$ cat src/rtl/video_pkg.sv
// video_pkg: default 640x480@60 timing, TMDS control codes and timing type
package video_pkg;
  localparam int DEF_H_ACTIVE = 640;
  localparam int DEF_H_FP = 16;
  localparam int DEF_H_SYNC = 96;
  localparam int DEF_H_BP = 48;
  localparam int DEF_V_ACTIVE = 480;
  localparam int DEF_V_FP = 10;
  localparam int DEF_V_SYNC = 2;
  localparam int DEF_V_BP = 33;
  localparam logic [9:0] TMDS_CTRL_00 = 10'b1101010100;
  localparam logic [9:0] TMDS_CTRL_01 = 10'b0010101011;
  localparam logic [9:0] TMDS_CTRL_10 = 10'b0101010100;
  localparam logic [9:0] TMDS_CTRL_11 = 10'b1010101011;
  typedef struct packed {
    logic [11:0] active;
    logic [11:0] fp;
    logic [11:0] sync;
    logic [11:0] bp;
  } timing_t;
  function automatic logic [11:0] timing_total(timing_t t);
    return t.active + t.fp + t.sync + t.bp;
  endfunction
endpackage

$ cat src/rtl/sig_delay.sv
// sig_delay: resettable WIDTH-bit shift register of DEPTH stages, DEPTH=0 passes through
module sig_delay #(
  parameter int WIDTH = 1,
  parameter int DEPTH = 1
) (
  input  logic             clk,
  input  logic             rst,
  input  logic [WIDTH-1:0] d,
  output logic [WIDTH-1:0] q
);
  if (DEPTH == 0) begin : g_pass
    assign q = d;
  end else begin : g_sr
    logic [WIDTH-1:0] sr [DEPTH];
    // shift one stage per clock, every stage cleared on reset
    always_ff @(posedge clk)
      if (rst) sr <= '{default: '0};
      else begin
        sr[0] <= d;
        for (int i = 1; i < DEPTH; i++) sr[i] <= sr[i-1];
      end
    assign q = sr[DEPTH-1];
  end
endmodule

$ cat src/rtl/video_timing_gen.sv
// video_timing_gen: raster counters, pixel request and delayed sync/de for TMDS
module video_timing_gen import video_pkg::*; #(
  parameter int H_ACTIVE = DEF_H_ACTIVE,
  parameter int H_FP = DEF_H_FP,
  parameter int H_SYNC = DEF_H_SYNC,
  parameter int H_BP = DEF_H_BP,
  parameter int V_ACTIVE = DEF_V_ACTIVE,
  parameter int V_FP = DEF_V_FP,
  parameter int V_SYNC = DEF_V_SYNC,
  parameter int V_BP = DEF_V_BP,
  parameter int H_POL = 0,
  parameter int V_POL = 0,
  parameter int PIPE_DLY = 2
) (
  input  logic        clk,
  input  logic        rst,
  input  logic        en,
  output logic [11:0] x,
  output logic [11:0] y,
  output logic        req,
  output logic        line_start,
  output logic        frame_start,
  output logic        hsync,
  output logic        vsync,
  output logic        de,
  output logic [1:0]  ctrl
);
  localparam timing_t HTIM = '{12'(H_ACTIVE), 12'(H_FP), 12'(H_SYNC), 12'(H_BP)};
  localparam timing_t VTIM = '{12'(V_ACTIVE), 12'(V_FP), 12'(V_SYNC), 12'(V_BP)};
  localparam logic [11:0] HT = timing_total(HTIM);
  localparam logic [11:0] VT = timing_total(VTIM);
  localparam logic [11:0] HS0 = HTIM.active + HTIM.fp;
  localparam logic [11:0] HS1 = HS0 + HTIM.sync;
  localparam logic [11:0] VS0 = VTIM.active + VTIM.fp;
  localparam logic [11:0] VS1 = VS0 + VTIM.sync;
  localparam logic HP = 1'(H_POL);
  localparam logic VP = 1'(V_POL);
  logic [11:0] h_cnt, v_cnt;
  logic h_last, v_last, de_raw, hs_raw, vs_raw, at_origin;
  logic [3:0] dly;
  assign h_last = h_cnt == HT - 12'd1;
  assign v_last = v_cnt == VT - 12'd1;
  assign de_raw = en && h_cnt < HTIM.active && v_cnt < VTIM.active;
  assign hs_raw = en && h_cnt >= HS0 && h_cnt < HS1;
  assign vs_raw = en && v_cnt >= VS0 && v_cnt < VS1;
  assign at_origin = h_cnt == '0;
  // raster position advances only while enabled
  always_ff @(posedge clk)
    if (rst) begin
      h_cnt <= '0;
      v_cnt <= '0;
    end else if (en) begin
      h_cnt <= h_last ? '0 : h_cnt + 12'd1;
      if (h_last) v_cnt <= v_last ? '0 : v_cnt + 12'd1;
    end
  // pixel request side, one clock behind the counters
  always_ff @(posedge clk)
    if (rst) begin
      x <= '0;
      y <= '0;
      req <= 1'b0;
      line_start <= 1'b0;
      frame_start <= 1'b0;
    end else begin
      x <= h_cnt;
      y <= v_cnt;
      req <= de_raw;
      line_start <= en && at_origin;
      frame_start <= en && at_origin && v_cnt == '0;
    end
  sig_delay #(.WIDTH(4), .DEPTH(1 + PIPE_DLY)) u_dly (
    .clk(clk),
    .rst(rst),
    .d({vs_raw, hs_raw, de_raw, ~de_raw}),
    .q(dly)
  );
  assign de = dly[1];
  assign hsync = dly[2] ~^ HP;
  assign vsync = dly[3] ~^ VP;
  assign ctrl = dly[0] ? dly[3:2] : 2'b00;
endmodule

$ cat config.mk
export PLATFORM = sky130hd
export DESIGN_NAME = video_timing_gen
export DESIGN_NICKNAME = d
export VERILOG_FILES = /design/src/rtl/video_pkg.sv /design/src/rtl/sig_delay.sv /design/src/rtl/video_timing_gen.sv
export SDC_FILE = /design/constraint.sdc
export NUM_CORES = 1
export LEC_CHECK = 0
export CELL_PAD_IN_SITES_DETAIL_PLACEMENT = 1
export CELL_PAD_IN_SITES_GLOBAL_PLACEMENT = 1
export CORE_MARGIN = 3
export CORE_UTILIZATION = 37
export CTS_CLUSTER_DIAMETER = 50
export CTS_CLUSTER_SIZE = 16
export DETAILED_ROUTE_END_ITERATION = 12
export HOLD_SLACK_MARGIN = 0.15
export PLACE_DENSITY = 0.8
export SLEW_MARGIN = 25
export SYNTH_ARGS = -nofsm -noshare
export SYNTH_HDL_FRONTEND = slang
export SYNTH_SLANG_ARGS = --single-unit
$ cat constraint.sdc
create_clock -name clk -period 1.72 [get_ports clk]
set_input_delay 0.516 -clock clk [delete_from_list [all_inputs] [get_ports clk]]
set_output_delay 0.516 -clock clk [all_outputs]
set_load 0.005 [all_outputs]
# Word level (Yosys, flattened, before mapping)
# Index checks and enable logic that the tools add are counted.
# totals
reg_bits,63
wordCells,37
# op_classes
add_sub_neg,2
magnitude_cmp,6
n_eq_ne,2
mux,3
n_bitwise,3
reduce_logical,11
# ops
cell,count
$add A12 B1 Y12 const B,2
$eq A12 B10 Y1 const B,2
$logic_not A12 Y1,2
$lt A12 B10 Y1 const B,2
$lt A12 B9 Y1 const B,2
$mux W12,2
$ge A12 B10 Y1 const B,1
$ge A12 B9 Y1 const B,1
$logic_and A1 B1 Y1,8
$not A1 Y1,3
$mux W2,1
$reduce_and A2 Y1,1

# Logic depth before layout (Yosys ltp)
# Gate-level depths: netlist of run 1.
# depth
depth_word,4
ltp_mapped,7

# Modules after synthesis
# From an unflattened synthesis of run 1, not the netlist that was laid out.
# hier_totals
hier_cells,254
area_unflattened_um2,2497.4
# modules_own_cells
mod,n_inst,cells_per_inst,area_each_um2,seq_area_each_um2
video_timing_gen,1,225,2100.8,1021.0
sig_delay,1,29,396.6,240.2

# Least setup slack after synthesis of run 1
# No wires, ideal clock.
# synth_timing
path_type,input to register
from,input en
to,register v_cnt[7]
setup_time_ns,0.071
t_arrival_ns,1.710
required_time_ns,1.649
setup_slack_ns,-0.061
cell_stages,5
path_cell_list,buf_6 > nor3b_4 > nand4_4 > or4_1 > a21oi_1
# synth_between
elab_chain_cells,1
# synth_rtl
item,line,rtl
from (decl),video_timing_gen.sv:17,"input logic en,"
$reduce_and A2 Y1 (no line),--,
to (signal assigned),video_timing_gen.sv:54,if (h_last) v_cnt <= v_last ? '0 : v_cnt + 12'd1;
to (decl),video_timing_gen.sv:38,"logic [11:0] h_cnt, v_cnt;"
# No other way between the ends.
# A chain may end at the register's enable or synchronous reset.

# Worst setup path after layout of run 1
# layout_timing
from,register frame_start
to,output frame_start
# layout_lines
item,line,rtl
from (decl),video_timing_gen.sv:22,"output logic frame_start,"
from (signal assigned),video_timing_gen.sv:63,frame_start <= 1'b0;
from (signal assigned),video_timing_gen.sv:69,frame_start <= en && at_origin && v_cnt == '0;
# No word-level cell between the ends.

==> results_dict.tcl, run 1 <==
set metrics [dict create \
    detail_route.vias_per_cell 5.34 \
    synthXorXnorAreaFrac_pct 4.05 \
    total_negative_slack_for_setup_checks_ns 0 \
    num_rows 28 \
    cp_data_required_time_ns 1.20 \
    dpl.hpwl_mm 4.26 \
    clk_pin_slew_ns 0.07 \
    worst_path_largest_cell_delay_ns 0.51 \
    post_layout_min_period_ns 1.67 \
    vias 2065 \
    power_share_of_the_combinational_group_pct 4.3 \
    yosys.area_share.adder_pct 2.10 \
    timing.clock.skew_ns 0.00875 \
    grt_pass1_vias 2197 \
    vdd_drop_max_uv 558 \
    synthDistinctLibCells 38 \
    yosysSeqAreaShare_pct 52.2 \
    setup.worst_path.class "reg2out" \
    root_buffer_master "sky130_fd_sc_hd__clkbuf_8" \
    timing.hold.worst.class "reg2reg" \
    hold_violations 0 \
    worst-path-buf-inv 1 \
    status "finished clean" \
    globalRouteOverflowTotal 0 \
    core_box_area_mm2 0.00606 \
    holdBufCountCts 0 \
    synthesis.nets 248 \
    initial_cell_density_of_the_core_pct 39.2 \
    synth_top_area_share_pct 52.2 \
    final_layout_size_suffix_gt1_share_pct 25.0 \
    combinational_family_with_the_most_area_after_synthesis "simple AND/OR/NAND/NOR gates" \
    slew-limit-headroom_pct 70.9 \
    clock_sink_count 62 \
    gp_routability_congestion 0.861 \
    tritoncts_buffers 9 \
    critical-path-slowest-cell "sky130_fd_sc_hd__clkdlybuf4s50_1" \
    total_i_o_pin_count 35 \
    timing_max_transition_violations_final 0 \
    fp.dieH_um 86.2 \
    async_reset_ff_share_pct 0 \
    post-route-cell-area_mm2 0.00341 \
    route.detailed.drc 0 \
    pwr-share-seq_pct 47.6 \
    synth_area_in_compound_gates_pct 8.15 \
    drtAntennaViolNets 0 \
    finalCritPeriodShare_pct 97.3 \
    path_max_fanout 1 \
    critical_path.top_delay_family "buffers and inverters" \
    critical_path_arrival_ns 1.16 \
    yosys-top-cells-area "sky130_fd_sc_hd__dfxtp_1 52%, sky130_fd_sc_hd__nor2b_1 7.4%, sky130_fd_sc_hd__nor2_1 3.5%" \
    yosys-mux-area-fraction_pct 0 \
    number_of_antenna_violations_at_the_first_check_in_global_routing 0 \
    port_buffers 34 \
    standby_leakage_power_uw 0.00134 \
    horiz_die_dim_um 86.2 \
    cts_tree "yes" \
    first_pass_iteration_count_of_the_detailed_router 4 \
    clock_tree.buffer_depth 2 \
    area.growth.synth_to_final_pct 43.2 \
    ctsHtreeMaxLevel 3 \
    antenna_diode_instance_count 0 \
    power_per_cell_area_mw_per_mm2 901 \
    synth_top_cells_by_count "62 x sky130_fd_sc_hd__dfxtp_1, 28 x sky130_fd_sc_hd__nor2b_1, 22 x sky130_fd_sc_hd__nor2_1, 13 x sky130_fd_sc_hd__nand2_1, 10 x sky130_fd_sc_hd__nand4_1" \
    number_of_enable_flip_flop_cells_after_synthesis 0 \
    synth_most_common_cell "sky130_fd_sc_hd__dfxtp_1" \
    grt_setup_unrepaired "yes" \
    max_cap_viol_count 0 \
    place_area_mm2 0.00300 \
    filler_cell_count 654 \
    synthesis.yosys.warnings 0 \
    design.die.area_mm2 0.00743 \
    yosys.area_share.simple_pct 29.1 \
    yosys_register_bits 62 \
    yosysTopAreaCell "sky130_fd_sc_hd__dfxtp_1" \
    worst_setup_path_start_kind "flip-flop" \
    grt_first_pass_wirelength_mm 11.4 \
    grt_max_degree 27 \
    max_clock_freq_ghz 0.597 \
    clkPwrFrac_pct 48.0 \
    net_count_final 314 \
    synthesis.area_mm2 0.00238 \
    regToRegSetupSlack_ns 0.05 \
    finalWirelength_mm 7.04 \
    grt_use_total_pct 19.9 \
    internal_power_uw 2410 \
    power.share.switching_pct 21.4 \
    synth_top_flop_cell "sky130_fd_sc_hd__dfxtp_1" \
    worst_hold_slack_ns 0.441 \
    final-setup-viol-count 0 \
    worst_setup_ep_type "output port" \
    worst_slew_pin_slew_ns 0.435 \
    worst_skew_pair.late_latency_ns 0.33 \
    drt_iter0_markers 124 \
    wire_per_inst_um 18.2 \
    post_layout_power_uw 3070 \
    synthesis.area_per_instance_um2 9.87 \
    critical_path.cell_chain "clkdlybuf4s50_1" \
    synth_cells 241 \
    power_switching_uw 657 \
]
-- path summary, 6_finish.rpt --
check	end	cells after the start	startpoint
setup / recovery	frame_start	1	frame_start
hold / removal	u_dly.q[1]	1	u_dly.g_sr.sr[5]
setup reg to reg	v_cnt[7]	5	h_cnt[0]
hold reg to reg	u_dly.q[1]	1	u_dly.g_sr.sr[5]
-- power groups by stage --
| stage | sequential (µW) | combinational [µW] | clock [µW] |
|---|---|---|---|
| finish | 1460 | 133 | 1470 |
| global route | 1460 | 145 | 1590 |
| CTS | 1460 | 126 | 1490 |
| detailed placement | 1490 | 109 | 0 |
| global placement | 1490 | 105 | 0 |
| floorplan | 1490 | 55.1 | 0 |
-- routing by layer --
layer	vias to the layer above	wire [µm]	global-route usage [%]
met1	999	3030	24.6
met4	0	333	10.9
met3	28	306	4.28
li1	965	-	-
met5	-	0	0
met2	73	3370	32.2
-- repair_timing --
action,in CTS,in global routing
setup endpoints to repair,16,15
setup buffers,4,2
pin swaps,3,6
gates resized for setup,21,12
-- layout make-up --
cell class / instances / area [µm²] / area share, %
clock buffers: 11 / 151 / 4.44
clock inverters: 5 / 81.3 / 2.39
inverters: 8 / 30.0 / 0.881
multi-input cells: 155 / 1160 / 34.0
flip-flops and latches: 62 / 1250 / 36.7
well taps: 75 / 93.8 / 2.75
repair buffers: 71 / 642 / 18.8
-- cell families (layout without fill, tap and decap cells) --
group                    count (synthesis)  count (layout)
AO/OA/AOI/OAI                           25              25
XOR/XNOR                                11              11
adder cells (fa/ha/maj)                  4               4
buffers and inverters                   24              95
flip-flops                              62              62
AND/OR/NAND/NOR                        115             115
-- through the flow --
stage | setup slack [ns] | util, % | cells
3_3_place_gp | -0.485 | 49.5 | 365
4_1_cts | 0.00327 | 55.5 | 385
5_1_grt | -0.0108 | 56.2 | 387
3_5_place_dp | -0.530 | 49.5 | 365
2_1_floorplan | -0.0101 | - | 241
6_report | 0.0459 | 56.2 | 387
-- sequential cells by signal (all words and copies together) (netlist names) --
signal	cells
line_start	1
h_cnt	12
frame_start	1
v_cnt	12
y	12
x	12
u_dly.q	4
u_dly.g_sr.sr	8
-- cells in the final DEF (no fill, tap or decap), drive strengths merged, types with 4 or more instances in the layout --
master,n
nand2,13
nor2,22
clkbuf,11
and4,7
inv,7
clkdlybuf4s50,28
dfxtp,62
nand4,11
nand3,8
xor2,6
and2,6
o211ai,5
o31ai,7
ha,4
xnor2,5
and3,4
buf,37
nor2b,28
(Power assumes the default switching activity.)
==> inputs of run 2 (changes only) <==
- CORE_UTILIZATION: 37 -> 35
- PLACE_DENSITY: 0.8 -> 0.74
- clock period: 1.72 -> 1.88 ns (I/O delays scaled with it)
==> run 2 against run 1 <==
Against the previous run:
- clock skew down 0.0018 ns
- count of clock-buffer cells in the layout is 1 lower
- wire length shrank 14%
- total power shrank 0.91%
- sequential share of layout area rose by 1.3 points
- final cell count shrank 2.6%
- critical endpoint is now ctrl[0]
- non-clock buffer count decreased by 12
==> results_dict.tcl, run 2 (synthesis results as in run 1) <==
set metrics [dict create \
    status "finished clean" \
    ctsHtreeMaxLevel 3 \
    grt_use_total_pct 17.1 \
    power_per_cell_area_mw_per_mm2 929 \
    worst_hold_path.endpoint "u_dly.q[2]" \
    regToRegSetupSlack_ns 0.13 \
    clkPwrFrac_pct 52.4 \
    final_layout_size_suffix_gt1_share_pct 18.3 \
    drt-met1-wl_mm 2.70 \
    vias 1924 \
    hold_violations 0 \
    topRoutingLayerUsed "met4" \
    place_area_mm2 0.00293 \
    finalWirelength_mm 6.08 \
    internal_power_uw 2430 \
    postLayoutCoreUtil_pct 50.7 \
    antenna_diode_instance_count 0 \
    post_layout_min_period_ns 1.83 \
    first_pass_iteration_count_of_the_detailed_router 4 \
    timing.final.ws_setup_ns 0.0538 \
    clock_sink_count 62 \
    num_rows 29 \
    port_buffers 34 \
    power.share.switching_pct 20.0 \
    vdd_drop_max_uv 432 \
    r2r_cells 7 \
    clk_pin_slew_ns 0.07 \
    route.detailed.drc 0 \
    tritoncts_buffers 9 \
    clock_tree.buffer_depth 2 \
    max_clock_freq_ghz 0.548 \
    design.die.area_mm2 0.00782 \
    worstHoldPathCells 1 \
    gp_routability_congestion 0.840 \
    standby_leakage_power_uw 0.00125 \
    final-setup-viol-count 0 \
    power_switching_uw 609 \
    worst_r2r_src "v_cnt[0]" \
    wire_per_inst_um 16.1 \
    horiz_die_dim_um 88.4 \
    initial_cell_density_of_the_core_pct 36.8 \
    worst_setup_ep_type "output port" \
    setup.worst_path.class "reg2out" \
    instances_no_fill 377 \
    pwr-share-seq_pct 44.0 \
    grt_first_pass_wirelength_mm 10.0 \
    place_inst 359 \
    max_cap_viol_count 0 \
    globalRouteOverflowTotal 0 \
    fp.dieH_um 88.4 \
    timing_max_transition_violations_final 0 \
    r2r_end "v_cnt[6]" \
    net_count_final 302 \
    wl_met3_um 308 \
    drt_iter0_markers 78 \
    grt_max_degree 26 \
    worst_setup_path_start_kind "flip-flop" \
    timing.hold.worst.class "reg2reg" \
    post-route-cell-area_mm2 0.00327 \
    slew-limit-headroom_pct 73.3 \
    cp_data_required_time_ns 1.32 \
    timing.clock.skew_ns 0.00699 \
    worst_skew_pair.late_latency_ns 0.34 \
    critical_path_arrival_ns 1.26 \
    root_buffer_master "sky130_fd_sc_hd__clkbuf_8" \
    wl_met2_mm 2.95 \
    power_share_of_the_combinational_group_pct 3.6 \
    worst_hold_startpoint "u_dly.g_sr.sr[6]" \
    drtAntennaViolNets 0 \
    placement.setup.worst_slack_ns -0.467 \
    finalCritPeriodShare_pct 97.1 \
    holdBufCountCts 0 \
    cts_tree "yes" \
    total_i_o_pin_count 35 \
    dpl.hpwl_mm 4.17 \
    grt_setup_unrepaired "no" \
    area.growth.synth_to_final_pct 37.7 \
    core_box_area_mm2 0.00646 \
    worst_slew_pin_slew_ns 0.397 \
    number_of_antenna_violations_at_the_first_check_in_global_routing 0 \
    most_common_cell_after_layout_fill_and_taps_aside "sky130_fd_sc_hd__dfxtp_1" \
    detail_route.vias_per_cell 5.10 \
    path_max_fanout 2 \
    layout_common_cells "60 x sky130_fd_sc_hd__dfxtp_1, 33 x sky130_fd_sc_hd__clkdlybuf4s50_1, 28 x sky130_fd_sc_hd__nor2b_1" \
    grt_pass1_vias 2040 \
]
## run 2: power by group through the flow
| stage | combinational [µW] | clock, µW | sequential (µW) |
|---|---|---|---|
| after floorplan | 48.7 | 0 | 1370 |
| after global placement | 102 | 0 | 1370 |
| after detailed placement | 105 | 0 | 1370 |
| after CTS | 107 | 1630 | 1340 |
| after global routing | 122 | 1680 | 1340 |
| final | 109 | 1590 | 1340 |
## run 2: worst max-delay path by stage
stage,start,to,cells past startpoint
floorplan,en,v_cnt[7],5
global placement,en,v_cnt[9],5
CTS,u_dly.q[2],ctrl[0],2
finish,u_dly.q[2],ctrl[0],2
global route,u_dly.q[0],ctrl[1],2
detailed placement,en,v_cnt[9],5
## run 2: area by class of cell
| cell class | count | area, µm² |
|---|---|---|
| timing repair buffer | 59 | 543 |
| tap | 77 | 96.3 |
| sequential | 62 | 1240 |
| multi-input combinational | 155 | 1090 |
| inverter | 8 | 30.0 |
| clock inverter | 6 | 133 |
| clock buffer | 10 | 138 |
| fill | 707 | 3180 |
## run 2: stage by stage
stage / TNS (ns) / hold WS, ns / total power (µW)
floorplan: 0 / 0.414 / 1410
global placement: -5.85 / 0.418 / 1470
detailed placement: -7.00 / 0.429 / 1470
CTS: 0 / 0.445 / 3070
global route: 0 / 0.466 / 3150
finish: 0 / 0.440 / 3040
## run 2: routing by layer
metal	GRT usage [%]	up-vias
met4	9.48	0
met3	4.38	12
met5	0	-
li1	-	940
met1	20.8	916
met2	27.6	56
## run 2: critical path, stage by stage, from the launching register on
cell and delay, ns:
sky130_fd_sc_hd__dfxtp_1 0.32, sky130_fd_sc_hd__and2_1 0.11, sky130_fd_sc_hd__clkdlybuf4s50_1 0.49
## run 2: what timing repair did
item / CTS / global route
pin swaps: 1 / 2
endpoints found under the setup margin: 9 / 13
hold endpoints to repair: 0 / 0
buffers inserted: 2 / 0
cloned: 0 / 0
resized for setup: 3 / 11
==> inputs of run 3 (changes only) <==
- CAP_MARGIN: not set -> 20
- clock period: 1.88 -> 1.7 ns (I/O delays scaled with it)
==> run 3 against run 2 <==
Against the previous run:
- global-route usage down 0.46 points
- critical path depth down 1
- sequential power up 10%
==> results_dict.tcl, run 3 (synthesis results as in run 1) <==
set metrics [dict create \
    final-setup-viol-count 0 \
    design.die.area_mm2 0.00782 \
    most_common_cell_after_layout_fill_and_taps_aside "sky130_fd_sc_hd__dfxtp_1" \
    gp_routability_congestion 0.822 \
    first_pass_iteration_count_of_the_detailed_router 4 \
    globalRouteOverflowTotal 0 \
    area.growth.synth_to_final_pct 39.3 \
    slew-limit-headroom_pct 70.8 \
    grt_use_total_pct 16.7 \
    setup.worst_path.class "reg2out" \
    timing_max_transition_violations_final 0 \
    ctsHtreeMaxLevel 3 \
    drt_iter0_markers 64 \
    status "finished clean" \
    place_inst 365 \
    fp.dieH_um 88.4 \
    critical_path_arrival_ns 1.15 \
    power_per_cell_area_mw_per_mm2 864 \
    cts_tree "yes" \
    finalWirelength_mm 6.20 \
    max_clock_freq_ghz 0.601 \
    port_buffers 34 \
    worst_path_largest_cell_delay_ns 0.50 \
    place_area_mm2 0.00299 \
    postLayoutCoreUtil_pct 51.3 \
    root_buffer_master "sky130_fd_sc_hd__clkbuf_8" \
    antenna_diode_instance_count 0 \
    post-route-cell-area_mm2 0.00331 \
    worst_skew_pair.late_latency_ns 0.34 \
    horiz_die_dim_um 88.4 \
    vias 1928 \
    hold_violations 0 \
    instances_no_fill 383 \
    finalCritPeriodShare_pct 97.8 \
    core_box_area_mm2 0.00646 \
    vdd_drop_max_uv 422 \
    layout_common_cells "57 x sky130_fd_sc_hd__dfxtp_1, 29 x sky130_fd_sc_hd__buf_4, 28 x sky130_fd_sc_hd__nor2b_1" \
    tritoncts_buffers 9 \
    clk_pin_slew_ns 0.07 \
    num_rows 29 \
    clock_sink_count 62 \
    timing.clock.skew_ns 0.00704 \
    grt_max_degree 23 \
    critical_path.top_delay_family "buffers and inverters" \
    timing.hold.worst.class "reg2reg" \
    worst_slew_pin_slew_ns 0.434 \
    wire_per_inst_um 16.2 \
    post_layout_min_period_ns 1.66 \
    cp_data_required_time_ns 1.19 \
    grt_pass1_vias 1945 \
    dpl.hpwl_mm 4.29 \
    worst-path-buf-inv 1 \
    grt_setup_unrepaired "yes" \
    holdBufCountCts 0 \
    critical-path-slowest-cell "sky130_fd_sc_hd__clkdlybuf4s50_1" \
    max_cap_viol_count 0 \
    critical_path.cell_chain "clkdlybuf4s50_1" \
    worst_setup_path_start_kind "flip-flop" \
    total_i_o_pin_count 35 \
    drtAntennaViolNets 0 \
    grt_first_pass_wirelength_mm 9.88 \
    path_max_fanout 1 \
    clock_tree.buffer_depth 2 \
    route.detailed.drc 0 \
    detail_route.vias_per_cell 5.03 \
    number_of_antenna_violations_at_the_first_check_in_global_routing 0 \
    final_layout_size_suffix_gt1_share_pct 22.2 \
    worst_setup_ep_type "output port" \
    net_count_final 309 \
    initial_cell_density_of_the_core_pct 36.8 \
    standby_leakage_power_uw 0.00139 \
]
## run 3: cell types whose count changed in the layout (fill, tap and decap cells not counted), sizes merged
cell / previous run / this run
clkinv: 2 / 3
clkbuf: 10 / 11
bufinv: 4 / 1
buf: 25 / 31
clkdlybuf4s50: 33 / 20
nand2b: 3 / 4
dlygate4sd2: 0 / 5
dlymetal6s2s: 1 / 9
## run 3: final timing paths
path / start / endpoint / slack [ns] / cells after the start
setup / recovery: x[9] / x[9] / 0.04 / 1
hold / removal: u_dly.g_sr.sr[4] / u_dly.q[0] / 0.44 / 1
setup reg to reg: v_cnt[0] / v_cnt[6] / 0.05 / 7
hold reg to reg: u_dly.g_sr.sr[4] / u_dly.q[0] / 0.44 / 1
## run 3: worst reg2reg max path, cell delays in order (launching register included)
cell                       delay (ns)
sky130_fd_sc_hd__dfxtp_1         0.33
sky130_fd_sc_hd__inv_1           0.06
sky130_fd_sc_hd__ha_2            0.19
sky130_fd_sc_hd__nor4b_4         0.13
sky130_fd_sc_hd__buf_4           0.15
sky130_fd_sc_hd__a41oi_4         0.32
sky130_fd_sc_hd__nand2b_4        0.13
sky130_fd_sc_hd__o311ai_2        0.26
## run 3: per-layer routing
metal,up-vias,part of all wire [%],GRT usage (%)
met4,0,1.2,6.32
met5,-,0,0
met1,911,48,22.3
met2,48,46,25.6
li1,960,-,-
met3,9,4.7,4.56
## run 3: final cells by class
type | count | area (µm²)
multi-input combinational | 156 | 1140
clock buffer | 11 | 141
clock inverter | 4 | 47.5
sequential | 62 | 1250
timing repair buffer | 65 | 606
tap | 77 | 96.3
inverter | 8 | 30.0
fill | 718 | 3150
## run 3: report_power, final
| part | switching [µW] | internal (µW) |
|---|---|---|
| Sequential | 10.1 | 1470 |
| Combinational | 64.0 | 60.4 |
| Clock | 553 | 704 |
## run 3: stage by stage
stage                     power (µW)  setup TNS (ns)  hold WS [ns]  worst slack (ns)
after detailed placement        1630           -9.80         0.427            -0.504
after CTS                       2890               0         0.442           0.00179
final                           2860               0         0.437            0.0372
after floorplan                 1570         -0.0241         0.414           -0.0241
after global routing            2980         -0.0276         0.455           -0.0248
after global placement          1620           -8.34         0.417            -0.505
## run 3: timing repair
item,in CTS,in global routing
setup buffers,1,1
gates cloned,0,1
gates resized for setup,18,17
endpoints found under the setup margin,24,14
pin swaps,2,4
